File: config.mk
export PLATFORM = sky130hd
export DESIGN_NAME = matrix_vec_mult_param
export DESIGN_NICKNAME = d
export VERILOG_FILES = /design/src/rtl/matrix_vec_mult_param.sv
export SDC_FILE = /design/constraint.sdc
export NUM_CORES = 2
export LEC_CHECK = 0
export CAP_MARGIN = 20
export CORE_ASPECT_RATIO = 1.5
export CORE_MARGIN = 1.5
export CORE_UTILIZATION = 59
export CTS_CLUSTER_SIZE = 40
export DETAILED_ROUTE_END_ITERATION = 8
export GPL_TIMING_DRIVEN = 0
export PLACE_DENSITY = 0.82
export SYNTH_ARGS = -nofsm -noshare
export SYNTH_HDL_FRONTEND = slang
export SYNTH_SLANG_ARGS = --single-unit
File: constraint.sdc
create_clock -name clk -period 9.79 [get_ports clk]
set_input_delay 0.979 -clock clk [delete_from_list [all_inputs] [get_ports clk]]
set_output_delay 0.979 -clock clk [all_outputs]
set_load 0.02 [all_outputs]
File: src/rtl/matrix_vec_mult_param.sv
// matrix_vec_mult_param: computes c = A*b for an N x N matrix and an N-element vector.
// Operands are snapshotted on start. The sweep runs through a skewed row of N MAC lanes:
// lane i sees b[k] one cycle after lane i-1, so lane i adds a[i][k]*b[k] in sweep cycle k+i.
// Results are held between runs and can optionally be accumulated across runs.

module matrix_vec_mult_param #(
    parameter int unsigned N      = 8,
    parameter int unsigned DATA_W = 8,
    parameter int unsigned ACC_W  = 24
) (
    input  logic                            clk,
    input  logic                            rst,
    input  logic                            start,
    input  logic                            clr,
    input  logic                            signed_mode,
    input  logic                            accum,
    input  logic [N-1:0][N-1:0][DATA_W-1:0] a_data,
    input  logic [N-1:0][DATA_W-1:0]        b_data,
    output logic [N-1:0][ACC_W-1:0]         c_out,
    output logic [N-1:0]                    ovf,
    output logic                            busy,
    output logic                            done
);

    // Column index width, sweep counter width and product width.
    localparam int unsigned KW = $clog2(N);
    localparam int unsigned CW = $clog2(2 * N);
    localparam int unsigned PW = 2 * DATA_W;

    // Sweep counter value of the final accumulation cycle, and the end of the b feed.
    localparam logic [CW-1:0] LastCnt = CW'(2 * N - 2);
    localparam logic [CW-1:0] FeedEnd = CW'(N);

    typedef enum logic [1:0] {
        StIdle,
        StCalc,
        StDone
    } state_e;

    // Architectural state
    state_e                          state_q, state_d;
    logic [N-1:0][N-1:0][DATA_W-1:0] a_buf_q, a_buf_d;
    logic [N-1:0][DATA_W-1:0]        b_buf_q, b_buf_d;
    logic                            sgn_q, sgn_d;
    logic [CW-1:0]                   cnt_q, cnt_d;
    logic [N-1:0][ACC_W-1:0]         acc_q, acc_d;
    logic [N-1:0]                    ovf_q, ovf_d;
    logic                            busy_q, busy_d;
    logic                            done_q, done_d;

    // Skew pipeline: stage j carries the b element (and its column index) for lane j+1.
    logic [N-2:0]                    skew_v_q, skew_v_d;
    logic [N-2:0][DATA_W-1:0]        skew_b_q, skew_b_d;
    logic [N-2:0][KW-1:0]            skew_k_q, skew_k_d;

    // Per-lane operands seen this cycle
    logic [N-1:0]                    lane_v;
    logic [N-1:0][DATA_W-1:0]        lane_b;
    logic [N-1:0][KW-1:0]            lane_k;

    // Per-lane datapath
    logic [DATA_W-1:0]               a_el    [N];
    logic signed [PW-1:0]            prod_s  [N];
    logic [PW-1:0]                   prod_u  [N];
    logic [ACC_W-1:0]                addend  [N];
    logic [ACC_W:0]                  sum_w   [N];
    logic [N-1:0]                    add_ovf;

    // Lane operand routing: lane 0 reads the b buffer directly, later lanes read the skew chain.
    always_comb begin
        lane_v[0] = (cnt_q < FeedEnd);
        lane_b[0] = b_buf_q[cnt_q[KW-1:0]];
        lane_k[0] = cnt_q[KW-1:0];
        for (int i = 1; i < N; i++) begin
            lane_v[i] = skew_v_q[i-1];
            lane_b[i] = skew_b_q[i-1];
            lane_k[i] = skew_k_q[i-1];
        end
    end

    // MAC lanes: product in the latched mode, extended to ACC_W, add with overflow detect.
    always_comb begin
        add_ovf = '0;
        for (int i = 0; i < N; i++) begin
            a_el[i]   = a_buf_q[i][lane_k[i]];
            prod_s[i] = PW'($signed(a_el[i])) * PW'($signed(lane_b[i]));
            prod_u[i] = PW'(a_el[i]) * PW'(lane_b[i]);
            addend[i] = sgn_q ? ACC_W'(prod_s[i]) : ACC_W'(prod_u[i]);
            sum_w[i]  = {1'b0, acc_q[i]} + {1'b0, addend[i]};
            if (sgn_q) begin
                // Like-signed operands whose sum changes sign
                add_ovf[i] = (acc_q[i][ACC_W-1] == addend[i][ACC_W-1]) &&
                             (sum_w[i][ACC_W-1] != acc_q[i][ACC_W-1]);
            end else begin
                add_ovf[i] = sum_w[i][ACC_W];
            end
        end
    end

    // Next-state logic: clr beats start; start is only honoured outside CALC.
    always_comb begin
        state_d  = state_q;
        a_buf_d  = a_buf_q;
        b_buf_d  = b_buf_q;
        sgn_d    = sgn_q;
        cnt_d    = cnt_q;
        skew_v_d = skew_v_q;
        skew_b_d = skew_b_q;
        skew_k_d = skew_k_q;
        acc_d    = acc_q;
        ovf_d    = ovf_q;
        busy_d   = busy_q;
        done_d   = done_q;

        if (clr) begin
            state_d  = StIdle;
            cnt_d    = '0;
            skew_v_d = '0;
            acc_d    = '0;
            ovf_d    = '0;
            busy_d   = 1'b0;
            done_d   = 1'b0;
        end else if (start && (state_q != StCalc)) begin
            state_d  = StCalc;
            a_buf_d  = a_data;
            b_buf_d  = b_data;
            sgn_d    = signed_mode;
            cnt_d    = '0;
            skew_v_d = '0;
            busy_d   = 1'b1;
            done_d   = 1'b0;
            if (!accum) begin
                acc_d = '0;
                ovf_d = '0;
            end
        end else if (state_q == StCalc) begin
            cnt_d = cnt_q + 1'b1;
            // Each lane's operand moves one lane down per cycle
            for (int i = 0; i < N - 1; i++) begin
                skew_v_d[i] = lane_v[i];
                skew_b_d[i] = lane_b[i];
                skew_k_d[i] = lane_k[i];
            end
            // Lanes outside their window hold their value
            for (int i = 0; i < N; i++) begin
                if (lane_v[i]) begin
                    acc_d[i] = sum_w[i][ACC_W-1:0];
                    if (add_ovf[i]) begin
                        ovf_d[i] = 1'b1;
                    end
                end
            end
            if (cnt_q == LastCnt) begin
                state_d = StDone;
                busy_d  = 1'b0;
                done_d  = 1'b1;
            end
        end
    end

    // State registers with synchronous active-high reset
    always_ff @(posedge clk) begin
        if (rst) begin
            state_q  <= StIdle;
            a_buf_q  <= '0;
            b_buf_q  <= '0;
            sgn_q    <= 1'b0;
            cnt_q    <= '0;
            skew_v_q <= '0;
            skew_b_q <= '0;
            skew_k_q <= '0;
            acc_q    <= '0;
            ovf_q    <= '0;
            busy_q   <= 1'b0;
            done_q   <= 1'b0;
        end else begin
            state_q  <= state_d;
            a_buf_q  <= a_buf_d;
            b_buf_q  <= b_buf_d;
            sgn_q    <= sgn_d;
            cnt_q    <= cnt_d;
            skew_v_q <= skew_v_d;
            skew_b_q <= skew_b_d;
            skew_k_q <= skew_k_d;
            acc_q    <= acc_d;
            ovf_q    <= ovf_d;
            busy_q   <= busy_d;
            done_q   <= done_d;
        end
    end

    assign c_out = acc_q;
    assign ovf   = ovf_q;
    assign busy  = busy_q;
    assign done  = done_q;

endmodule

# --- Word-level counts from Yosys, hierarchy flattened ---
# Cells that the tools add are included.
totals:
  regBits: 868
  inputBits: 582
  output_inout_bits: 202
op_classes:
  n_addsub: 9
  mul: 16
  magnitude_cmp: 9
  eq_ne: 20
  mux: 70
  bitwise_logic: 2
  reduce_logical: 49
op_table:
  columns: ["op", "n"]
  rows:
  - ["$mux 192", 3]
  - ["$mux 24", 16]
  - ["$mul 8x8->16", 16]
  - ["$bmux 8 s3", 9]
  - ["$add 24x24->25", 8]
  - ["$mux 8", 12]
  - ["$reduce_bool 2->1", 18]
  - ["$lt 3x4->1 const B", 8]
  - ["$reduce_and 4->1", 8]
  - ["$mux 1", 30]
  - ["$reduce_and 3->1", 9]
  - ["$logic_and 1x1->1", 9]
  - ["$eq 1x1->1", 8]
  - ["$ne 1x1->1", 8]
  - ["$reduce_and 2->1", 3]
  - ["$add 4x1->4 const B", 1]
  - ["$eq 4x4->1 const B", 1]
  - ["$lt 4x4->1 const B", 1]
  - ["$reduce_or 3->1", 1]
  - ["$eq 2x1->1 const B", 1]
  - ["$ne 2x1->1 const B", 1]
  - ["$ne 2x2->1 const B", 1]
  - ["$not 1->1", 2]
  - ["$reduce_or 2->1", 1]

# --- Depth between registers and ports, before layout ---
depth:
  depth_word: 12
  mapped_depth: 37

# --- Worst setup path after synthesis ---
# Ideal clock, no wire load.
synth_path:
  kind: "register to register"
  startpoint: "register skew_k_q (netlist bit lane_k[15])"
  endpoint: "register ovf_q[5] (netlist: ovf[5])"
  setup_ns: 0.091
  t_arrival_ns: 8.228
  t_required_ns: 9.699
  slack_ns: 1.471
  path_stages_with_launch: 34
  n_path_buf: 2
  period_less_slack_ns: 8.319
  cell_sequence: "dfxtp_1 -> buf_2 -> buf_1 -> mux4_2 -> mux2_2 -> and2_1 -> fa_1 -> inv_1 -> fa_1 -> inv_1 -> fa_1 -> inv_1 -> fa_1 -> inv_1 -> ha_1 -> nor2b_1 -> o21a_1 -> or4_1 -> a31o_2 -> a21oi_1 -> o21ai_0 -> xnor2_1 -> o21bai_1 -> ha_1 -> a21oi_1 -> o21bai_1 -> a221o_1 -> a21o_1 -> a21oi_1 -> o21bai_1 -> a21oi_1 -> nor2b_1 -> or3_1 -> a311oi_1"
synth_via:
  elab_chain_len: 10
  word_cells_on_any_way: 12
  classes_between: "add/sub (1); mul (2); eq/ne (2); mux (4); reduce/logical (3)"
synth_lines:
  columns: ["element", "line_no", "rtl"]
  rows:
  - ["from (decl)", "54", "logic [N-2:0][KW-1:0] skew_k_q, skew_k_d;"]
  - ["from (signal assigned)", "184", "skew_k_q <= skew_k_d;"]
  - ["$bmux 8 s3 (*)", "85", "a_el[i] = a_buf_q[i][lane_k[i]];"]
  - ["$mux 8 (implied by the code) (*)", "85", null]
  - ["$mul 8x8->16, on equally long branches", "87, 86", null]
  - ["$mux 24 (*)", "88", "addend[i] = sgn_q ? ACC_W'(prod_s[i]) : ACC_W'(prod_u[i]);"]
  - ["$add 24x24->25", "89", "sum_w[i] = {1'b0, acc_q[i]} + {1'b0, addend[i]};"]
  - ["$ne 1x1->1", "93", "(sum_w[i][ACC_W-1] != acc_q[i][ACC_W-1]);"]
  - ["$logic_and 1x1->1", "92", "add_ovf[i] = (acc_q[i][ACC_W-1] == addend[i][ACC_W-1]) &&"]
  - ["$mux 1 (*)", "90", "if (sgn_q) begin"]
  - ["$reduce_bool 2->1 (no source line) (*)", null, null]
  - ["$reduce_and 4->1 (no source line) (*)", null, null]
  - ["to (signal assigned)", "186", "ovf_q <= ovf_d;"]
  - ["to (decl)", "47", "logic [N-1:0] ovf_q, ovf_d;"]
# Mark *: on every way between the ends. The rest lies on a longest branch, timed or not. The select of a mux whose other input is x is not followed.
# A chain may end at the register's enable or synchronous reset.

# --- Worst setup path after layout ---
layout_path:
  startpoint: "register skew_k_q (netlist bit lane_k[10])"
  endpoint: "register acc_q (netlist bit c_out[94])"
layout_via:
  elab_chain_len: 8
  word_cells_on_any_way: 9
  classes_between: "add/sub (1); mul (2); mux (6)"
layout_lines:
  columns: ["element", "line_no", "rtl"]
  rows:
  - ["$bmux 8 s3 (*)", "85", null]
  - ["$mux 8 (implied by the code) (*)", "85", null]
  - ["$mul 8x8->16, on equally long branches", "87, 86", null]
  - ["$mux 24 (*)", "88", null]
  - ["$add 24x24->25 (*)", "89", null]
  - ["$mux 24 (*)", "146", "if (lane_v[i]) begin"]
  - ["$mux 192 (*)", "136", "end else if (state_q == StCalc) begin"]
  - ["$mux 192 (*)", "123", "end else if (start && (state_q != StCalc)) begin"]
  - ["to (signal assigned)", "172", "acc_q <= '0;"]
  - ["to (signal assigned)", "185", "acc_q <= acc_d;"]
  - ["to (decl)", "46", "logic [N-1:0][ACC_W-1:0] acc_q, acc_d;"]
# Marked as above.

==> impl_metrics.csv <==
group,metric,value,unit
pwr,power.leakage,39.8,nW
worst_setup_path,cp_data_arrival_time,10.05,ns
worst_setup_path,path_buf_inv,5,
grt,grt_pass1_vias,70000,
floorplanning,row_count,160,
worst_setup_path,crit_path_max_fanout,10,
job,maxCapViolations,0,
synth,yosysTopAreaCellShare,22.9,%
pwr,power.density,92.6,nW/um^2
finish,nets,11900,
detailed_routing,drt_first_pass_iters,8,
sta,post-route-period-util,96.8,%
synth,ys_types,78,
grt,grtUsageTotal,38.2,%
sta,maxSlewViolCount,0,
detailed_routing,totalWireLength,252,mm
synth,synth_area_leaders,"dfxtp_1, fa_1, ha_1",
sta,setup_viol,0,
synth,synth_nets,11000,
floorplanning,ios,784,
detailed_routing,antenna_left,0,
detailed_routing,vias_per_cell,5.76,
detailed_routing,first_iter_violations,4587,
finish,area_growth,18.0,%
min_path,holdCritStartpoint,"a_buf_q[285]",
synth,synthFlopType,"dfxtp_1",
clock_tree,cts_root_buf,"clkbuf_16",
worst_setup_path,critical_path.top_delay_family,"compound AO/OA/AOI/OAI gates",
sta,fmaxAchievable,106,MHz
floorplanning,die_w,295,um
grt,grt_max_degree,17,
synth,yosys.area.top_type,"dfxtp_1",
clock_tree,cts_tree,"built",
clock_tree,cts.sinks,867,
clock_tree,clk_pin_slew_worst_paths,0.07,ns
synth,yosys.cell_count.top_type,"nand2_1",
synth,netlist_area,75700,sq um
synth,synthTopCellsByCount,"nand2_1, inv_1, a21oi_1",
finish,fin_area,89300,sq um
worst_setup_path,worst_setup_path_startpoint,"lane_k[10]",
worst_setup_path,required,10.36,ns
floorplanning,die-area,131000,sq um
floorplanning,start_util,59.5,%
sta,worst_pin_slew,1.49,ns
clock_tree,clockBufferDepth,3,
floorplanning,die_h,442,um
synth,post_synth_inst_count,9082,
clock_tree,postCtsHoldBufs,0,
sta,tns,0,ns
synth,syn_area_per_cell,8.33,sq um
detailed_routing,drc,0,
grt,grt_antenna_before_repair,16,
worst_setup_path,max_stage_delay,0.65,ns
place,dp_hpwl,205,mm
sta,slew_headroom,0.915,%
clock_tree,htree_levels,3,
synth,async_reset_ff_share,0,%
finish,drive_gt1_share,5.11,%
place,place_area,86100,sq um
place,gp_congestion,0.997,
synth,yosysSeqAreaShare,22.9,%
sta,final-hold-violation-count,0,
sta,fin_crit,9.48,ns
worst_setup_path,path_class,"reg -> reg",
sta,finClkSkew,0.0383,ns
place,place_ws,-0.516,ns
worst_setup_path,rr_startpoint,"lane_k[10]",
grt,grt_pass1_wl,382,mm
worst_setup_path,cp-end-kind,"flip-flop",
detailed_routing,dr_total_vias,67700,
sta,rsz0062_at_grt,"no",
detailed_routing,avgRoutedWirePerCell,21.4,um
outcome,status,"complete, no violations",
worst_setup_path,critPathLaunchType,"flip-flop",
clock_tree,cts_setup_buffers,0,
synth,ys_warn_count,0,
pwr,vdd_drop_max,0.132,mV
grt,gr-total-overflow,0,
synth,yosys_register_bits,867,
place,io_buffers,781,
floorplanning,coreArea,127000,sq um
clock_tree,worstSkewPairLatency,0.73,ns
sta,fin_ws,0.312,ns
min_path,hold_class,"reg -> reg",
worst_setup_path,slowest_stage,"clkbuf_1",
synth,synth-edff-count,0,
clock_tree,numCtsBuffers,86,
-- through the flow --
stage / cells / power (W) / hold WS (ns) / util, %
6_report: 11800 / 0.00828 / 0.451 / 70.3
5_1_grt: 11800 / 0.00848 / 0.468 / 70.3
4_1_cts: 11800 / 0.00825 / 0.453 / 70.1
3_5_place_dp: 11600 / 0.00476 / 0.444 / 67.7
3_3_place_gp: 11600 / 0.00472 / 0.439 / 67.4
2_1_floorplan: 9082 / 0.00422 / 0.433 / -
-- power by group --
group          switching (W)  internal, W  leakage (nW)
combinational       0.000582     0.000430          31.3
clock                0.00160      0.00197          1.45
sequential         0.0000615      0.00364          7.05
-- flip-flops by register name (all words and copies together) (netlist names) --
signal / cells
a_buf_q: 512
sgn_q: 1
skew_v_q: 7
b_buf_q: 64
ovf: 8
cnt_q: 4
lane_b: 56
c_out: 192
lane_k: 21
done: 1
state_q: 1
-- worst paths after layout --
path / cells after the start / end / slack [ns]
worst max-delay path: 31 / c_out[94] / 0.31
worst min-delay path: 2 / a_buf_q[285] / 0.45
worst max register to register: 31 / c_out[94] / 0.31
worst min register to register: 2 / a_buf_q[285] / 0.45
-- worst register-to-register path: cells and delay by family (launching register included) --
family,cells,cell delay (ns)
AO/OA/AOI/OAI,12,2.87
XOR/XNOR,1,0.11
adder cells (fa/ha/maj),6,2.66
buffers and inverters,5,1.29
flip-flops,1,0.31
multiplexers,3,1.24
AND/OR/NAND/NOR,4,0.86
-- cell type report --
class	count	area (sq um)
timing repair buffer	814	8310
sequential	867	17400
multi-input combinational	6451	51800
buffer	424	1690
inverter	1336	5010
clock buffer	111	2470
antenna	9	22.5
fill	10200	37800
clock inverter	49	515
tap	1701	2130
-- routing by layer --
layer | part of all wire (%) | vias to the layer above | track usage, % | routed length [um]
li1 | - | 31100 | - | -
met1 | 35 | 32900 | 42.8 | 88700
met2 | 47 | 2865 | 63.0 | 119000
met3 | 9.0 | 849 | 8.53 | 22500
met4 | 8.6 | 12 | 29.2 | 21500
met5 | 0.032 | - | 0 | 80
-- what timing repair did --
item | CTS | global route
endpoints found under the setup margin | 6 | 27
gates cloned | 0 | 0
endpoints found under the hold margin | 0 | 0
resized for setup | 12 | 33
-- kinds of logic (layout without fill, tap and decap cells) --
group	count (synthesis)	count (layout)	synth area share (%)
other	0	9	0
XOR/XNOR	375	375	4.34
multiplexers	267	267	6.00
adder cells (fa/ha/maj)	1346	1346	29.1
buffers and inverters	1764	2734	8.82
AO/OA/AOI/OAI	1654	1654	12.8
AND/OR/NAND/NOR	2809	2809	16.1
flip-flops	867	867	22.9
-- placed cells by master (no fill, tap or decap), types with 235 or more instances in the layout --
cell,instances
xnor2_1,235
clkbuf_1,351
ha_1,658
dfxtp_1,867
clkdlybuf4s50_1,781
nor2_1,322
a21oi_1,997
fa_1,688
inv_1,1336
nand2_1,1771
Power figures use the tool's default switching activity.
